### config.mk
export PLATFORM = sky130hd
export DESIGN_NAME = baby_vga_timing
export DESIGN_NICKNAME = d
export VERILOG_FILES = /design/src/rtl/baby_vga_timing.sv
export SDC_FILE = /design/constraint.sdc
export NUM_CORES = 1
export LEC_CHECK = 0
export BUFFER_PORTS_ARGS = -buffer_cell sky130_fd_sc_hd__clkbuf_2
export CAP_MARGIN = 15
export CORE_AREA = 2 2 54 56
export CTS_BUF_LIST = sky130_fd_sc_hd__clkbuf_4 sky130_fd_sc_hd__clkbuf_8
export DETAILED_ROUTE_END_ITERATION = 16
export DIE_AREA = 0 0 56 58
export PLACE_DENSITY = 0.84
export SLEW_MARGIN = 30
export SYNTH_ARGS = -nofsm -noshare
export SYNTH_HDL_FRONTEND = slang
export SYNTH_SLANG_ARGS = --single-unit
export TNS_END_PERCENT = 100
### constraint.sdc
create_clock -name clk -period 5.7 [get_ports clk]
set_clock_uncertainty 0.1 [all_clocks]
set_input_delay 0.855 -clock clk [delete_from_list [all_inputs] [get_ports clk]]
set_output_delay 0.855 -clock clk [all_outputs]
set_load 0.03 [all_outputs]
### src/rtl/baby_vga_timing.sv
// Raster timing generator: 1024x768 active area, one pixel per clock, split cell/offset
// coordinates, active-low syncs, blank, and a sticky start-of-vblank interrupt.
module baby_vga_timing #(
  parameter int unsigned H_FP   = 24,
  parameter int unsigned H_SYNC = 136,
  parameter int unsigned H_BP   = 160,
  parameter int unsigned V_FP   = 3,
  parameter int unsigned V_SYNC = 6,
  parameter int unsigned V_BP   = 29
) (
  input  logic       clk,
  input  logic       rst_n,
  input  logic       cli,
  output logic [5:0] x_hi,
  output logic [4:0] x_lo,
  output logic [4:0] y_hi,
  output logic [5:0] y_lo,
  output logic       hsync,
  output logic       vsync,
  output logic       blank,
  output logic       interrupt
);

  localparam int unsigned HTotal = 1024 + H_FP + H_SYNC + H_BP;
  localparam int unsigned VTotal = 768 + V_FP + V_SYNC + V_BP;

  localparam logic [5:0]  XHiLast = 6'(HTotal / 32 - 1);
  localparam logic [4:0]  YHiLast = 5'((VTotal - 1) / 48);
  localparam logic [5:0]  YLoLast = 6'((VTotal - 1) % 48);
  localparam logic [10:0] HsStart = 11'(1024 + H_FP);
  localparam logic [10:0] HsEnd   = 11'(1024 + H_FP + H_SYNC);
  localparam logic [9:0]  VsStart = 10'(768 + V_FP);
  localparam logic [9:0]  VsEnd   = 10'(768 + V_FP + V_SYNC);

  logic [5:0] x_hi_q, x_hi_d;
  logic [4:0] x_lo_q, x_lo_d;
  logic [4:0] y_hi_q, y_hi_d;
  logic [5:0] y_lo_q, y_lo_d;
  logic       irq_q, irq_d;

  logic [10:0] x;
  logic [9:0]  y;
  logic        line_end;
  logic        frame_end;
  logic        irq_set;

  // y = 48*y_hi + y_lo built from shifts only
  assign x = {x_hi_q, x_lo_q};
  assign y = ({5'b0, y_hi_q} << 5) + ({5'b0, y_hi_q} << 4) + {4'b0, y_lo_q};

  assign line_end  = (x_hi_q == XHiLast) && (x_lo_q == 5'd31);
  assign frame_end = (y_hi_q == YHiLast) && (y_lo_q == YLoLast);
  // The edge leaving the last pixel of line 767 lands on (0,768)
  assign irq_set   = line_end && (y == 10'd767);

  always_comb begin
    x_lo_d = x_lo_q + 5'd1;
    x_hi_d = x_hi_q;
    y_lo_d = y_lo_q;
    y_hi_d = y_hi_q;
    if (line_end) begin
      x_hi_d = '0;
      if (frame_end) begin
        y_lo_d = '0;
        y_hi_d = '0;
      end else if (y_lo_q == 6'd47) begin
        y_lo_d = '0;
        y_hi_d = y_hi_q + 5'd1;
      end else begin
        y_lo_d = y_lo_q + 6'd1;
      end
    end else if (x_lo_q == 5'd31) begin
      x_hi_d = x_hi_q + 6'd1;
    end
  end

  assign irq_d = irq_set | (irq_q & ~cli);

  always_ff @(posedge clk or negedge rst_n) begin
    if (!rst_n) begin
      x_hi_q <= '0;
      x_lo_q <= '0;
      y_hi_q <= '0;
      y_lo_q <= '0;
      irq_q  <= 1'b0;
    end else begin
      x_hi_q <= x_hi_d;
      x_lo_q <= x_lo_d;
      y_hi_q <= y_hi_d;
      y_lo_q <= y_lo_d;
      irq_q  <= irq_d;
    end
  end

  assign x_hi      = x_hi_q;
  assign x_lo      = x_lo_q;
  assign y_hi      = y_hi_q;
  assign y_lo      = y_lo_q;
  assign blank     = x_hi_q[5] | (y_hi_q >= 5'd16);
  assign hsync     = ~((x >= HsStart) && (x < HsEnd));
  assign vsync     = ~((y >= VsStart) && (y < VsEnd));
  assign interrupt = irq_q;

endmodule

# Word-level counts from Yosys, hierarchy flattened
# Index checks and enable logic that the tools add are counted.
[word_totals]
reg_bits = 23
in_bits = 3
[classes]
magnitude_cmp = 5
n_mux = 6
n_reduce_logical = 8
n_eq_ne = 6
n_bitwise = 6
add_sub_neg = 6
[ops]
columns = ["operator", "n"]
rows = [
  ["$mux 6", 4],
  ["$eq 6x6->1 const B", 3],
  ["$add 6x1->6 const B", 2],
  ["$ge 11x11->1 const B", 1],
  ["$lt 11x11->1 const B", 1],
  ["$add 10x6->10", 1],
  ["$add 10x9->10", 1],
  ["$add 5x1->5 const B", 2],
  ["$eq 10x10->1 const B", 1],
  ["$eq 5x5->1 const B", 2],
  ["$ge 10x10->1 const B", 1],
  ["$lt 10x10->1 const B", 1],
  ["$mux 5", 2],
  ["$ge 5x5->1 const B", 1],
  ["$logic_and 1x1->1", 5],
  ["$reduce_bool 2->1", 2],
  ["$not 1->1", 3],
  ["$or 1x1->1", 2],
  ["$reduce_and 2->1", 1],
  ["$and 1x1->1", 1],
]

# Logic depth before layout (Yosys ltp)
[depth]
depth_word = 5
depth_mapped = 8
ltp_nobuf = 8

# Worst setup path before layout
# No wires, ideal clock.
[synth_timing]
path_kind = "register -> output"
startpoint = "register y_hi_q[0], in the netlist y_hi[0]"
endpoint = "output vsync"
path_slack_ns = 1.893
arrival_ns = 2.852
t_required_ns = 4.745
stages_incl_launch_ff = 9
n_path_buf = 0
path_cell_list = "dfrtp_1 fa_1 ha_1 inv_1 fa_1 xor2_1 nand4_1 or4_1 or3_1"
[synth_via]
elab_chain_cells = 5
word_cells_on_any_way = 6
[synth_rtl]
columns = ["element", "line", "rtl"]
rows = [
  ["start: declaration", "37", "logic [4:0] y_hi_q, y_hi_d;"],
  ["start signal: assignment", "89", "y_hi_q <= y_hi_d;"],
  ["$add 10x9->10 (*)", "49", "assign y = ({5'b0, y_hi_q} << 5) + ({5'b0, y_hi_q} << 4) + {4'b0, y_lo_q};"],
  ["$add 10x6->10 (*)", "49", ""],
  ["$ge 10x10->1 or $lt 10x10->1 (tied branches)", "101", "assign vsync = ~((y >= VsStart) && (y < VsEnd));"],
  ["$logic_and 1x1->1 (*)", "101", ""],
  ["$not 1->1 (*)", "101", ""],
  ["end: declaration", "19", "output logic vsync,"],
]
# Mark *: on every way between the ends. The rest lies on a longest branch, timed or not.

# Worst setup path in the final report
# Same ends and word-level chain as after synthesis.

==> impl_results.md <==
- Worst Setup End Kind: output pin
- Top-Level Pins: 29
- Die width: between 50 and 60 µm
- Largest stage delay, worst path: between 0.5 and 0.6 ns
- Finished Layout Cells: around 220
- Via count: 1,295
- Ys async rst share: 100%
- Core Util, Final: about two thirds
- FP Rows: 19
- VDD IR max: roughly 0.12 mV
- CP top delay family: adder cells
- Post-CTS Hold Buffers: 0
- Die Ht: slightly below 60 µm
- Leakage Power: roughly 0.88 nW
- Syn Area/Cell: around 10 µm²
- Post-synth top area cell: dfrtp_1
- CTS tree: done
- Resize count post-CTS: 0
- Top_reg_cell synth: dfrtp_1
- Detailed Route WL: ~3400 µm
- Fin Setup TNS: 0 ns
- CTS clock-pin slew for the worst setup and hold paths: about 0.13 ns
- HPWL Detailed: 2630 µm
- Worst EP required: roughly 4.7 ns
- Port bufs: 28
- Min-Delay Path Class: reg2reg
- Min-Delay Startpoint: interrupt$_DFF_PN0_
- Sequential area share after synthesis: 37.0%
- Status: finished clean
- Initial DRC count: 39
- Drt first pass iters: 4
- CTS sink cnt: 23
- Warning count from the yosys run: 0
- Crit path top cell by count: fa_1
- RSZ-0062 raised after global routing: false
- Diode count: 0
- Most common cell after layout, fill and taps aside: clkbuf_2
- Yosys reg bits: 23
- Synth top area cells: dfrtp_1 (37%), ha_1 (16%), inv_1 (3.9%), xor2_1 (3.4%), mux2i_1 (3.2%)
- H-tree Lvls: 1
- DRC: 0
- Worst r2r src: y_hi[0]$_DFFE_PN0P_
- Initial antenna violation count: 0
- Vias per cell: 5.91
- Mapped Cells: 158
- Fraction of layout cells with a size suffix above 1: between 20% and 30%
- First-pass GRT wire length: just under 6000 µm
- Initial Util: 58.5%
- P&R area growth vs syn: 12.7%
- Crit Path Max Fanout: 6
- Core box area: approximately 2700 µm²
- Pwr dens: between 100 and 150 nW/µm²
- Nets: about 210
- Vias in the first global route: between 1,000 and 1,500
- RePlAce Congestion: between 0.9 and 1
- Critical setup path kind: reg2out
- Period Utilization, post-route: roughly three quarters
- Root Buffer: clkbuf_4
- MaxCap Viol Count: 0
- Number of flops mapped to enable cells by yosys: 0
- Gr usage total: between 20% and 30%
- Post-CTS setup buffers: 0
- Worst reg-to-reg setup slack: approximately 3.1 ns
- TritonCTS Buffers: 3
- Final min period: approximately 4.3 ns
- CTS max path bufs: 2
- Netlist cell types: 42
- Rel. slew slack: 59.9%
- Die area: 3250 µm²
- Worst setup SP type: flip-flop
- WP data arrival: 3.34 ns
- Worst skew pair latency: 0.31 ns
- Fmax: 233 MHz
- Pins Over Slew Limit: 0
- Worst-Margin Slew: 0.601 ns
- Syn Nets: 183
- GRT overflow: 0
- Post-synth top area share: between 30 and 40%
- Final setup vio count: 0
- Mapped cell area: 1560 µm²
- Worst Path Buf+Inv: 2
- Worst path slowest cell: fa_1
- Final hold violations: 0
- Largest net degree at the start of global routing: 24
- Most frequent cells in the layout: clkbuf_2 (28), dfrtp_1 (23), ha_1 (20)
- Final Power: 0.000244 W
- Antenna Nets Post-Route: 0
- Routed len/inst: ~16 µm
- Worst path cell trace: fa_1, ha_1, inv_1, fa_1, xor2_1, nand4_1, or4_1, or3_1, clkbuf_2
- DP Cell Count: 215
- Worst Setup SP: y_hi[0]$_DFFE_PN0P_
==> state kept, by name, indices dropped and copies added, names as in the netlist <==
signal and count:
x_hi 6, interrupt 1, y_lo 6, y_hi 5, x_lo 5
==> worst min-delay path, cell delays in order, from the launching register on <==
cell and delay, ns:
dfrtp_1 0.37, nand2b_1 0.06, o31ai_1 0.06
==> cells in the mapped netlist (all sizes together), types with 3 or more instances <==
cell type  number
nor4            3
inv            16
o21ai           7
nand3           7
nand4           4
or3             4
dfrtp          23
nand2b          3
mux2i           5
ha             20
xnor2           3
a21oi           3
xor2            6
nor2           10
nand2          11
==> metrics by stage <==
stage | hold slack (ns) | setup WS [ns] | cell area (µm²)
floorplan | 0.459 | 1.89 | 1560
global placement | 0.382 | 1.95 | 1730
detailed placement | 0.385 | 1.81 | 1730
CTS | 0.411 | 1.43 | 1750
global route | 0.435 | 1.24 | 1750
finish | 0.410 | 1.41 | 1750
==> layer usage <==
metal	global-route usage, %	up-vias	share of wire (%)
li1	-	617	-
met1	27.6	634	43
met2	42.4	40	52
met3	2.90	4	4.4
met4	8.50	0	0.91
met5	0	-	0
==> final cells by class <==
type | instances | area, µm²
Inverter | 16 | 60.1
Multi-Input combinational cell | 117 | 912
Clock inverter | 1 | 5.00
Clock buffer | 3 | 22.5
Sequential cell | 23 | 576
Tap cell | 31 | 38.8
Fill cell | 231 | 908
Timing Repair Buffer | 28 | 140
==> power breakdown <==
part                      switching [W]   total (W)  internal (W)
Sequential     0.0000000000000000000154    0.000163      0.000163
Clock                         0.0000510   0.0000772     0.0000262
Combinational                0.00000326  0.00000383   0.000000567
==> path summary, 6_finish.rpt <==
path                                            end  cells past startpoint
worst max-delay path                          vsync                      9
worst min-delay path            interrupt$_DFF_PN0_                      2
worst max register to register  interrupt$_DFF_PN0_                      8
worst min register to register  interrupt$_DFF_PN0_                      2
max in group asynchronous       y_lo[2]$_DFFE_PN0P_                      1
min in group asynchronous       y_hi[0]$_DFFE_PN0P_                      1
==> cell families (layout without fill, tap and decap cells) <==
family,after synthesis,count (layout),share of synthesized area [%]
AO/OA/AOI/OAI,21,21,8.84
XOR/XNOR,9,9,5.06
adder cells (fa/ha/maj),22,22,18.6
buffers and inverters,18,48,4.42
flip-flops,23,23,37.0
multiplexers,6,6,3.94
AND/OR/NAND/NOR,59,59,22.1
No activity file was read; power rests on OpenSTA's default activity.
